===== src/rtl/data_memory_interface.sv =====
// data_memory_interface: load/store unit running one word-aligned req/ack bus transaction per access
module data_memory_interface (
  input  logic        clk,
  input  logic        reset,
  input  logic        Mem_Read_i,
  input  logic        Mem_Write_i,
  input  logic [2:0]  Funct3_i,
  input  logic [31:0] Address_i,
  input  logic [31:0] Write_Data_i,
  output logic [31:0] Read_Data_o,
  output logic        Stall_o,
  output logic        Fault_o,
  output logic        Bus_Req_o,
  output logic        Bus_We_o,
  output logic [31:0] Bus_Addr_o,
  output logic [3:0]  Bus_Be_o,
  output logic [31:0] Bus_Wdata_o,
  input  logic [31:0] Bus_Rdata_i,
  input  logic        Bus_Ack_i
);
  localparam logic [1:0] S_IDLE = 2'd0;
  localparam logic [1:0] S_BUS  = 2'd1;
  localparam logic [1:0] S_DONE = 2'd2;
  logic [1:0]  r_state;
  logic [31:0] r_addr;
  logic        r_we;
  logic [3:0]  r_be;
  logic [31:0] r_wdata;
  logic [2:0]  r_f3;
  logic [1:0]  r_off;
  logic [31:0] r_rdata;
  logic        w_any;
  logic        w_f3_ok;
  logic        w_align_ok;
  logic        w_legal;
  logic        w_idle;
  logic [3:0]  w_be;
  logic [31:0] w_wdata;
  logic [31:0] w_shift;
  logic [31:0] w_rdata;
  assign w_idle     = r_state == S_IDLE;
  assign w_any      = Mem_Read_i | Mem_Write_i;
  assign w_f3_ok    = Mem_Read_i ? (Funct3_i inside {3'b000, 3'b001, 3'b010, 3'b100, 3'b101})
                                 : (Funct3_i inside {3'b000, 3'b001, 3'b010});
  assign w_align_ok = Funct3_i[1:0] == 2'b01 ? ~Address_i[0] :
                      Funct3_i[1:0] == 2'b10 ? Address_i[1:0] == 2'b00 : 1'b1;
  assign w_legal    = (Mem_Read_i ^ Mem_Write_i) & w_f3_ok & w_align_ok;
  assign w_be       = Funct3_i[1:0] == 2'b00 ? 4'b0001 << Address_i[1:0] :
                      Funct3_i[1:0] == 2'b01 ? 4'b0011 << Address_i[1:0] : 4'b1111;
  assign w_wdata    = Funct3_i[1:0] == 2'b00 ? {4{Write_Data_i[7:0]}} :
                      Funct3_i[1:0] == 2'b01 ? {2{Write_Data_i[15:0]}} : Write_Data_i;
  assign w_shift    = Bus_Rdata_i >> {r_off, 3'b000};
  assign w_rdata    = r_f3 == 3'b000 ? {{24{w_shift[7]}}, w_shift[7:0]} :
                      r_f3 == 3'b001 ? {{16{w_shift[15]}}, w_shift[15:0]} :
                      r_f3 == 3'b100 ? {24'b0, w_shift[7:0]} :
                      r_f3 == 3'b101 ? {16'b0, w_shift[15:0]} : w_shift;
  // Gated by reset so the held request cannot re-raise Stall while reset is low
  assign Stall_o     = reset & ((w_idle & w_legal) | (r_state == S_BUS));
  assign Fault_o     = reset & w_idle & w_any & ~w_legal;
  assign Bus_Req_o   = r_state == S_BUS;
  assign Bus_We_o    = r_we;
  assign Bus_Addr_o  = r_addr;
  assign Bus_Be_o    = r_be;
  assign Bus_Wdata_o = r_wdata;
  assign Read_Data_o = r_rdata;
  always_ff @(posedge clk or negedge reset)
    if (!reset) begin
      r_state <= S_IDLE;
      r_addr  <= '0;
      r_we    <= 1'b0;
      r_be    <= '0;
      r_wdata <= '0;
      r_f3    <= '0;
      r_off   <= '0;
      r_rdata <= '0;
    end else if (w_idle && w_legal) begin
      r_state <= S_BUS;
      r_addr  <= {Address_i[31:2], 2'b00};
      r_we    <= Mem_Write_i;
      r_be    <= w_be;
      r_wdata <= w_wdata;
      r_f3    <= Funct3_i;
      r_off   <= Address_i[1:0];
    end else if (r_state == S_BUS && Bus_Ack_i) begin
      r_state <= S_DONE;
      if (!r_we) r_rdata <= w_rdata;
    end else if (r_state == S_DONE) begin
      r_state <= S_IDLE;
    end
endmodule


===== config.mk =====
export PLATFORM = sky130hd
export DESIGN_NAME = data_memory_interface
export DESIGN_NICKNAME = d
export VERILOG_FILES = /design/src/rtl/data_memory_interface.sv
export SDC_FILE = /design/constraint.sdc
export NUM_CORES = 1
export LEC_CHECK = 0
export BUFFER_PORTS_ARGS = -buffer_cell sky130_fd_sc_hd__buf_2
export CELL_PAD_IN_SITES_DETAIL_PLACEMENT = 1
export CELL_PAD_IN_SITES_GLOBAL_PLACEMENT = 1
export CORE_MARGIN = 3
export CORE_UTILIZATION = 34
export CTS_CLUSTER_DIAMETER = 120
export DETAILED_ROUTE_END_ITERATION = 10
export GPL_TIMING_DRIVEN = 0
export PLACE_DENSITY_LB_ADDON = 0.08
export SETUP_SLACK_MARGIN = 0.4
export SYNTH_ARGS = -nofsm -noshare
export SYNTH_HDL_FRONTEND = slang
export SYNTH_SLANG_ARGS = --single-unit

===== constraint.sdc =====
create_clock -name clk -period 1.7 [get_ports clk]
set_clock_uncertainty 0.1 [all_clocks]
set_input_delay 0.085 -clock clk [delete_from_list [all_inputs] [get_ports clk]]
set_output_delay 0.085 -clock clk [all_outputs]
set_load 0.02 [all_outputs]

==> flow_metrics.env, run 1 <==
export IMPL_hpwl_mm=12.26
export IMPL_cts_hold_buf=59
export IMPL_remaining_drc_errors=0
export IMPL_ys_types=35
export IMPL_firstDrtPassIters=4
export IMPL_first_iter_violations=204
export IMPL_power_density_nw_per_um2=1777
export IMPL_antenna_found_initial=0
export IMPL_clock_sinks=106
export IMPL_finalPower_mw=14.87
export IMPL_drt_wirelength_per_cell_um=19.83
export IMPL_run_status="finished with violations"
export IMPL_synth_ff_type="dfrtp_1"
export IMPL_rsz0062_at_grt="true"
export IMPL_io_buffers=204
export IMPL_violations="negative hold slack, negative setup slack"
export IMPL_syn_area_per_cell_um2=11.81
export IMPL_regToRegStartpoint="r_state[0]$_DFFE_PN0P_"
export IMPL_num_rows=44
export IMPL_dp_cells=830
export IMPL_worstPathArrival_ns=1.59
export IMPL_final_util=0.5669
export IMPL_via_count=4718
export IMPL_synth_top_area_cell="dfrtp_1"
export IMPL_startpoint="r_state[0]$_DFFE_PN0P_"
export IMPL_crit_required_ns=1.51
export IMPL_worst_ir_drop_vdd_v=0.0009584
export IMPL_vias_per_cell=5.068
export IMPL_die_h_um=129.6
export IMPL_grt_first_pass_wirelength_mm=28.27
export IMPL_maxSlewViolCount=0
export IMPL_final_common_cell="buf_2"
export IMPL_worstSetupPathType="flop to primary output"
export IMPL_worst_slack_ns=-0.07701
export IMPL_clk_latency_ns=0.34
export IMPL_ant_nets=0
export IMPL_drv_cap=0
export IMPL_clock_root_buffer="clkbuf_16"
export IMPL_routed_wl_mm=18.47
export IMPL_timing_fmax_ghz=0.5627
export IMPL_end_kind="primary output"
export IMPL_io_pins=208
export IMPL_crit_path_max_fanout=2
export IMPL_die_w_um=129.6
export IMPL_grt_usage=0.2149
export IMPL_syn_instance_count=440
export IMPL_area_growth_pct=61.01
export IMPL_final_cell_mix="buf_2, dfrtp_1, mux2_4"
export IMPL_leakagePower_nw=4.214
export IMPL_overflow=0
export IMPL_path_common_cell="buf_6"
export IMPL_drive_gt1_frac=0.5542
export IMPL_diodes=0
export IMPL_holdWs_ns=-0.4743
export IMPL_min_period_over_period=1.045
export IMPL_grt_pass1_vias=5208
export IMPL_cts_buffers=9
export IMPL_hold_path_class="primary input to asynchronous set/reset pin"
export IMPL_worstPathCellList="nor2_4 -> nand4_1 -> buf_6 -> buf_8 -> a21boi_4 -> buf_6"
export IMPL_cts_tree="built"
export IMPL_placed_area_um2=6566
export IMPL_clockBufferDepth=2
export IMPL_synth_edf_count=0
export IMPL_yosysTopAreaCellShare=0.5106
export IMPL_start_kind="flop"
export IMPL_yosys_top_cells_area="dfrtp_1, mux2_2, o21ai_0"
export IMPL_coreArea_um2=14750
export IMPL_setup_viol=71
export IMPL_synthArstFlopShare=1.000
export IMPL_final_nets=851
export IMPL_fin_area_um2=8364
export IMPL_dieArea_um2=16800
export IMPL_syn_area_um2=5195
export IMPL_critPathMaxStageDelay_ns=0.43
export IMPL_yosys_warnings=0
export IMPL_globalplace_congestion=0.7584
export IMPL_fin_crit_ns=1.777
export IMPL_max_slew_margin=0.6084
export IMPL_clk_pin_slew_ns=0.07
export IMPL_instances_no_fill=931
export IMPL_ys_seq_area_frac=0.5106
export IMPL_hold_violations=106
export IMPL_start_util=0.3521
export IMPL_worst_pin_slew_ns=0.5874
export IMPL_grt_max_degree=63
export IMPL_ys_ff_latch=106
export IMPL_critPathSlowestCell="dfrtp_2"
export IMPL_cts_htree_levels=3
[routing by layer]
layer / routed length [µm] / track usage
met5: 0 / 0
met4: 240 / 0.05562
met3: 1182 / 0.05812
met2: 9368 / 0.3697
met1: 7675 / 0.2678
[report_power, final]
| part | leakage (nW) | switching, mW | total [mW] | internal (mW) |
|---|---|---|---|---|
| combinational | 2.82 | 4.26 | 8.07 | 3.81 |
| sequential | 1.24 | 0.829 | 4.59 | 3.76 |
| clock | 0.151 | 0.998 | 2.20 | 1.20 |
[flip-flops by register name, indices dropped and copies added, names as in the netlist]
name	cells
r_f3	3
Bus_We_o	1
Bus_Addr_o	30
Read_Data_o	32
Bus_Wdata_o	32
Bus_Be_o	4
r_state	2
r_off	2
[worst max-delay path, delay by kind of cell, from the launching register on]
kind,cells,cell delay (ns)
AO/OA/AOI/OAI,1,0.11
buffers and inverters,3,0.43
flip-flops,1,0.43
AND/OR/NAND/NOR,2,0.28
[synth_stat cells (all sizes together), types with 4 or more instances]
| cell type | instances |
|---|---|
| buf | 18 |
| nor2b | 4 |
| a2bb2oi | 7 |
| mux2i | 24 |
| ha | 5 |
| a21oi | 7 |
| dfrtp | 106 |
| mux2 | 95 |
| nor2 | 20 |
| a22oi | 16 |
| nand2 | 21 |
| inv | 7 |
| nand3b | 4 |
| clkbuf | 14 |
| o21ai | 66 |
| o22a | 8 |
[final timing paths]
check	endpoint	slack, ns	depth (start not counted)
min reg2reg	Read_Data_o[7]$_DFFE_PN0P_	0.38	2
min	Read_Data_o[5]$_DFFE_PN0P_	-0.47	1
min in group clk	Read_Data_o[31]$_DFFE_PN0P_	0	3
max	Stall_o	-0.08	6
max reg2reg	Bus_Addr_o[26]$_DFFE_PN0P_	-0.07	7
max in group asynchronous	Bus_Wdata_o[4]$_DFFE_PN0P_	1.39	2
[stage by stage]
stage | setup TNS, ns | setup WS, ns
floorplan | 0 | 0.02176
global placement | -99.02 | -1.058
detailed placement | -7.686 | -0.2219
CTS | -1.544 | -0.08296
global route | -5.100 | -0.1354
finish | -1.901 | -0.07701
[cell families (layout without fill, tap and decap cells)]
| logic type | count (synthesis) | count (layout) | share of synthesized area |
|---|---|---|---|
| multiplexers | 120 | 120 | 0.2565 |
| AO/OA/AOI/OAI | 111 | 111 | 0.1305 |
| flip-flops | 106 | 106 | 0.5106 |
| AND/OR/NAND/NOR | 58 | 58 | 0.05275 |
| buffers and inverters | 39 | 345 | 0.03685 |
| adder cells (fa/ha/maj) | 5 | 5 | 0.01204 |
| other | 1 | 2 | 0.0007219 |
[timing repair]
item / CTS / global route
gates resized for setup: 151 / 37
hold endpoints to repair: 166 / 75
setup endpoints to repair: 108 / 108
cloned: 4 / 6
buffers inserted: 13 / 3
pin swaps: 5 / 3
[area by class of cell]
cell class / count / area [µm²]
Buffer: 32 / 307.8
Clock buffer: 10 / 239.0
Clock inverter: 6 / 71.32
Fill cell: 1588 / 6390
Inverter: 7 / 26.28
Multi-Input combinational cell: 296 / 2798
Sequential cell: 106 / 2654
Tap cell: 184 / 230.2
Timing Repair Buffer: 290 / 2038
Note: power is estimated with default switching activity, not from simulation.
==> inputs of run 2 (changes only) <==
Settings changed: PLACE_DENSITY from default to 0.76, PLACE_DENSITY_LB_ADDON 0.08 to default.
==> run 2 against run 1 <==
  * The run still ends with negative hold slack, negative setup slack left
  * Global-route usage rose by 1.1 points
  * Sequential power rose by 1%
  * Cell area fell by 3.0%
  * Critical path type is now flop to flop
  * Clock power fell by 7%
  * Cell count rose by 0.64%
  * Critical endpoint is now Read_Data_o[14]$_DFFE_PN0P_
  * Die area did not move
==> flow_metrics.env, run 2 (synthesis gave the netlist of run 1 again) <==
export IMPL_start_kind="flop"
export IMPL_worstPathCellList="buf_6 -> mux4_2 -> a21o_4 -> buf_6 -> o22a_1"
export IMPL_ant_nets=0
export IMPL_final_common_cell="buf_2"
export IMPL_register_area_um2=2655
export IMPL_leakagePower_nw=3.934
export IMPL_firstDrtPassIters=5
export IMPL_crit_path_max_fanout=6
export IMPL_n_fill_cell=1588
export IMPL_worst_pin_slew_ns=0.6806
export IMPL_cts_htree_levels=3
export IMPL_critPathMaxStageDelay_ns=0.53
export IMPL_grt_usage=0.2262
export IMPL_drt_wirelength_per_cell_um=21.78
export IMPL_grt_max_degree=60
export IMPL_start_util=0.3521
export IMPL_run_status="finished with violations"
export IMPL_violations="negative hold slack, negative setup slack"
export IMPL_final_nets=855
export IMPL_setup_viol=29
export IMPL_final_cell_mix="buf_2, dfrtp_1, mux2_2"
export IMPL_maxSlewViolCount=0
export IMPL_io_buffers=204
export IMPL_clk_latency_ns=0.35
export IMPL_routed_wl_mm=20.41
export IMPL_io_pins=208
export IMPL_worstPathArrival_ns=1.91
export IMPL_num_rows=44
export IMPL_crit_required_ns=1.83
export IMPL_timing_fmax_ghz=0.5599
export IMPL_hpwl_mm=12.86
export IMPL_power_density_nw_per_um2=1763
export IMPL_path_common_cell="buf_6"
export IMPL_rsz0062_at_grt="true"
export IMPL_hold_violations=47
export IMPL_remaining_drc_errors=0
export IMPL_drive_gt1_frac=0.5373
export IMPL_instances_no_fill=937
export IMPL_worst_ir_drop_vdd_v=0.0009187
export IMPL_hold_path_class="primary input to asynchronous set/reset pin"
export IMPL_drv_cap=0
export IMPL_clk_pin_slew_ns=0.07
export IMPL_worst_slack_ns=-0.08603
export IMPL_fin_crit_ns=1.786
export IMPL_grt_first_pass_wirelength_mm=29.37
export IMPL_clockBufferDepth=2
export IMPL_placed_area_um2=6566
export IMPL_multi_input_area_um2=2526
export IMPL_cts_hold_buf=60
export IMPL_max_slew_margin=0.5463
export IMPL_vias_per_cell=5.249
export IMPL_end_kind="flop"
export IMPL_grt_pass1_vias=5412
export IMPL_dieArea_um2=16800
export IMPL_final_util=0.5501
export IMPL_clock_root_buffer="clkbuf_16"
export IMPL_cts_buffers=9
export IMPL_antenna_found_initial=1
export IMPL_first_iter_violations=225
export IMPL_pre_cts_ws_ns=-0.2354
export IMPL_worstSetupPathType="flop to flop"
export IMPL_globalplace_congestion=0.8420
export IMPL_die_h_um=129.6
export IMPL_fin_area_um2=8117
export IMPL_die_w_um=129.6
export IMPL_holdWs_ns=-0.3374
export IMPL_cts_tree="built"
export IMPL_critPathSlowestCell="mux4_2"
export IMPL_clock_sinks=106
export IMPL_coreArea_um2=14750
export IMPL_area_growth_pct=56.24
export IMPL_min_period_over_period=1.051
export IMPL_dp_cells=830
export IMPL_via_count=4918
export IMPL_overflow=0
-- run 2: cell count changes in the layout (fill, tap and decap cells not counted), moves of 3 or more --
cell / previous run / this run
a21oi_1: 3 / 7
a21oi_2: 3 / 0
buf_6: 15 / 18
buf_8: 7 / 2
clkbuf_8: 1 / 5
diode_2: 0 / 3
mux2_2: 25 / 82
mux2_4: 70 / 13
nand2_1: 12 / 19
nand2_2: 7 / 2
o21ai_0: 26 / 33
o21ai_1: 23 / 19
o21ai_2: 17 / 14
-- run 2: repair_timing --
item,CTS,global route
gates resized for setup,42,62
pin swaps,2,2
hold endpoints to repair,107,47
cloned,3,7
setup endpoints to repair,108,108
buffers inserted,13,6
-- run 2: area by class of cell --
cell class              count  area share
diodes                      3   0.0009249
plain buffers              32     0.03838
clock buffers              12     0.03160
clock inverters             3    0.002775
inverters                   7    0.003237
multi-input cells         296      0.3112
flip-flops and latches    106      0.3271
well taps                 184     0.02836
repair buffers            294      0.2564
-- run 2: worst paths after layout --
check	startpoint	endpoint	slack, ns	cells past startpoint
min in group clk	Write_Data_i[18]	Bus_Wdata_o[18]$_DFFE_PN0P_	0.02	3
max	r_off[0]$_DFFE_PN0P_	Read_Data_o[14]$_DFFE_PN0P_	-0.09	5
max in group asynchronous	reset	Bus_Wdata_o[12]$_DFFE_PN0P_	1.08	2
min	reset	Read_Data_o[12]$_DFFE_PN0P_	-0.34	1
max reg2reg	r_off[0]$_DFFE_PN0P_	Read_Data_o[14]$_DFFE_PN0P_	-0.09	5
min reg2reg	Read_Data_o[3]$_DFFE_PN0P_	Read_Data_o[3]$_DFFE_PN0P_	0.39	2
-- run 2: worst max-delay path, delay by kind of cell, from the launching register on --
| family | cells | cell delay, ns |
|---|---|---|
| buf+inv | 2 | 0.26 |
| flops | 1 | 0.34 |
| compound gates | 2 | 0.44 |
| mux | 1 | 0.53 |
-- run 2: report_power, final --
group          switching, mW  leakage (nW)  total (mW)  internal (mW)
Sequential             0.882          1.24        4.65           3.76
Clock                  0.968         0.139        2.04           1.08
Combinational           4.23          2.55        7.62           3.39
-- run 2: metal layers --
layer	global-route usage	vias up	share of wire
met2	0.4040	224	0.52
met5	0	-	0
met1	0.2667	2452	0.38
met3	0.05853	40	0.072
met4	0.06846	0	0.026
li1	-	2202	-
-- run 2: per-stage QoR --
step / hold slack [ns] / power (mW) / TNS (ns)
5_1_grt: -0.3078 / 15.18 / -3.702
2_1_floorplan: -0.3106 / 8.747 / 0
6_report: -0.3374 / 14.31 / -1.506
3_3_place_gp: 0.2165 / 10.84 / -95.91
3_5_place_dp: 0.06653 / 11.16 / -8.763
4_1_cts: -0.3129 / 13.67 / -0.9316
==> inputs of run 3 (changes only) <==
Settings changed: CELL_PAD_IN_SITES_DETAIL_PLACEMENT 1 to default, CELL_PAD_IN_SITES_GLOBAL_PLACEMENT 1 to default, CORE_UTILIZATION 34 to 41, PLACE_DENSITY 0.76 to 0.71.
==> run 3 against run 2 <==
  * The flow still finishes with violations (negative hold slack, negative setup slack)
  * Hold slack got worse by 0.12 ns
  * Power rose by 4.9%
  * Die area fell by 16%
  * Sequential power fell by 0.9%
  * Via count fell by 0.61%
  * Wire length fell by 14%
  * Fmax fell by 0.42%
  * Critical path depth rose by 1
  * Flip-flop and latch count did not move
  * Count of clock-buffer cells in the layout fell by 1
  * Cell count fell by 1.8%
  * Sequential share of layout area fell by 1.2 points
  * Critical endpoint is now Read_Data_o[30]$_DFFE_PN0P_
==> flow_metrics.env, run 3 (synthesis gave the netlist of run 1 again) <==
export IMPL_run_status="finished with violations"
export IMPL_violations="negative hold slack, negative setup slack"
export IMPL_die_w_um=118.6
export IMPL_start_util=0.4254
export IMPL_final_cell_mix="buf_2, dfrtp_1, dlygate4sd3_1"
export IMPL_worstSetupPathType="flop to flop"
export IMPL_regToRegStartpoint="r_off[0]$_DFFE_PN0P_"
export IMPL_hpwl_mm=11.09
export IMPL_final_util=0.6886
export IMPL_leakagePower_nw=4.186
export IMPL_power_density_nw_per_um2=1784
export IMPL_dieArea_um2=14060
export IMPL_setup_viol=53
export IMPL_globalplace_congestion=0.9100
export IMPL_antenna_found_initial=0
export IMPL_instances_no_fill=920
export IMPL_grt_max_degree=56
export IMPL_end_kind="flop"
export IMPL_dp_cells=814
export IMPL_drv_cap=0
export IMPL_io_pins=208
export IMPL_holdWs_ns=-0.4581
export IMPL_min_period_over_period=1.055
export IMPL_overflow=0
export IMPL_fin_crit_ns=1.794
export IMPL_io_buffers=204
export IMPL_worst_pin_slew_ns=0.6156
export IMPL_r2r_end="Read_Data_o[30]$_DFFE_PN0P_"
export IMPL_hold_violations=106
export IMPL_ant_nets=0
export IMPL_max_slew_margin=0.5896
export IMPL_grt_first_pass_wirelength_mm=27.19
export IMPL_clock_root_buffer="clkbuf_16"
export IMPL_via_count=4888
export IMPL_num_rows=40
export IMPL_die_h_um=118.6
export IMPL_worst_ir_drop_vdd_v=0.0009554
export IMPL_cts_tree="built"
export IMPL_coreArea_um2=12210
export IMPL_cts_htree_levels=3
export IMPL_firstDrtPassIters=7
export IMPL_clockBufferDepth=2
export IMPL_routed_wl_mm=17.55
export IMPL_remaining_drc_errors=0
export IMPL_hold_path_class="primary input to asynchronous set/reset pin"
export IMPL_n_fill_cell=878
export IMPL_diodes=0
export IMPL_worst_slack_ns=-0.09365
export IMPL_clock_sinks=106
export IMPL_drt_wirelength_per_cell_um=19.08
export IMPL_cts_buffers=9
export IMPL_ff2ff_path_depth=6
export IMPL_clk_pin_slew_ns=0.07
export IMPL_worstPathArrival_ns=1.93
export IMPL_final_common_cell="buf_2"
export IMPL_final_nets=857
export IMPL_maxSlewViolCount=0
export IMPL_rsz0062_at_grt="true"
export IMPL_grt_usage=0.2422
export IMPL_pre_cts_ws_ns=-0.1902
export IMPL_clk_latency_ns=0.35
export IMPL_first_iter_violations=427
export IMPL_crit_required_ns=1.83
export IMPL_fin_tns_setup_ns=-2.255
export IMPL_area_growth_pct=61.87
export IMPL_r2r_slack_ns=-0.09
export IMPL_drive_gt1_frac=0.5532
export IMPL_start_kind="flop"
export IMPL_crit_path_max_fanout=5
export IMPL_grt_pass1_vias=5140
export IMPL_timing_fmax_ghz=0.5575
export IMPL_vias_per_cell=5.313
==> run 3: changes by cell type in the layout (fill, tap and decap cells not counted), sizes merged <==
cell / previous run / this run
bufinv: 0 / 1
clkbuf: 34 / 23
inv: 8 / 7
clkinvlp: 0 / 1
diode: 3 / 0
dlygate4sd3: 60 / 59
buf: 244 / 257
==> run 3: worst max-delay path by stage <==
stage | from | end | slack (ns)
after global routing | r_state[1]$_DFFE_PN0P_ | Stall_o | -0.18
final | r_off[0]$_DFFE_PN0P_ | Read_Data_o[30]$_DFFE_PN0P_ | -0.09
after detailed placement | r_f3[2]$_DFFE_PN0P_ | Read_Data_o[24]$_DFFE_PN0P_ | -0.19
after CTS | r_off[0]$_DFFE_PN0P_ | Read_Data_o[20]$_DFFE_PN0P_ | -0.09
after floorplan | r_off[0]$_DFFE_PN0P_ | Read_Data_o[12]$_DFFE_PN0P_ | 0.02
after global placement | reset | Fault_o | -0.98
==> run 3: per-layer routing <==
layer / global-route usage / vias up / routed length [µm]
li1: - / 2213 / -
met1: 0.2918 / 2377 / 6786
met2: 0.4124 / 261 / 8756
met3: 0.07033 / 37 / 1591
met4: 0.08689 / 0 / 414
met5: 0 / - / 0
==> run 3: cell type report <==
type	count	area, µm²	share of cell area
flip-flops and latches	106	2654	0.3156
inverters	7	26.28	0.003125
clock inverters	4	51.30	0.006100
plain buffers	32	302.8	0.03601
clock buffers	11	252.7	0.03005
well taps	168	210.2	0.02500
multi-input cells	296	2749	0.3269
repair buffers	296	2163	0.2573
==> run 3: power breakdown <==
part | internal, mW | leakage [nW] | total, mW | switching (mW)
Sequential | 3.76 | 1.24 | 4.61 | 0.845
Clock | 1.22 | 0.148 | 2.17 | 0.950
Combinational | 3.89 | 2.79 | 8.23 | 4.34
==> run 3: worst max-delay path, cell delays in order, from the launching register on <==
cell and delay, ns:
dfrtp_1 0.34, buf_6 0.13, mux4_2 0.53, a21o_4 0.27, buf_6 0.15, o21ai_2 0.06
o21ai_1 0.10
==> run 3: metrics by stage <==
stage,total power [mW],instance area [µm²]
finish,15.00,8409
global route,15.78,8409
CTS,14.43,8175
detailed placement,11.01,6546
global placement,10.78,6516
floorplan,8.747,5285
==> run 3: what timing repair did <==
item,CTS,global route
setup buffers,14,6
hold buffers,58,1
hold endpoints to repair,165,90
cloned,11,1
pin swaps,11,9
resized for setup,121,57
setup endpoints to repair,108,108
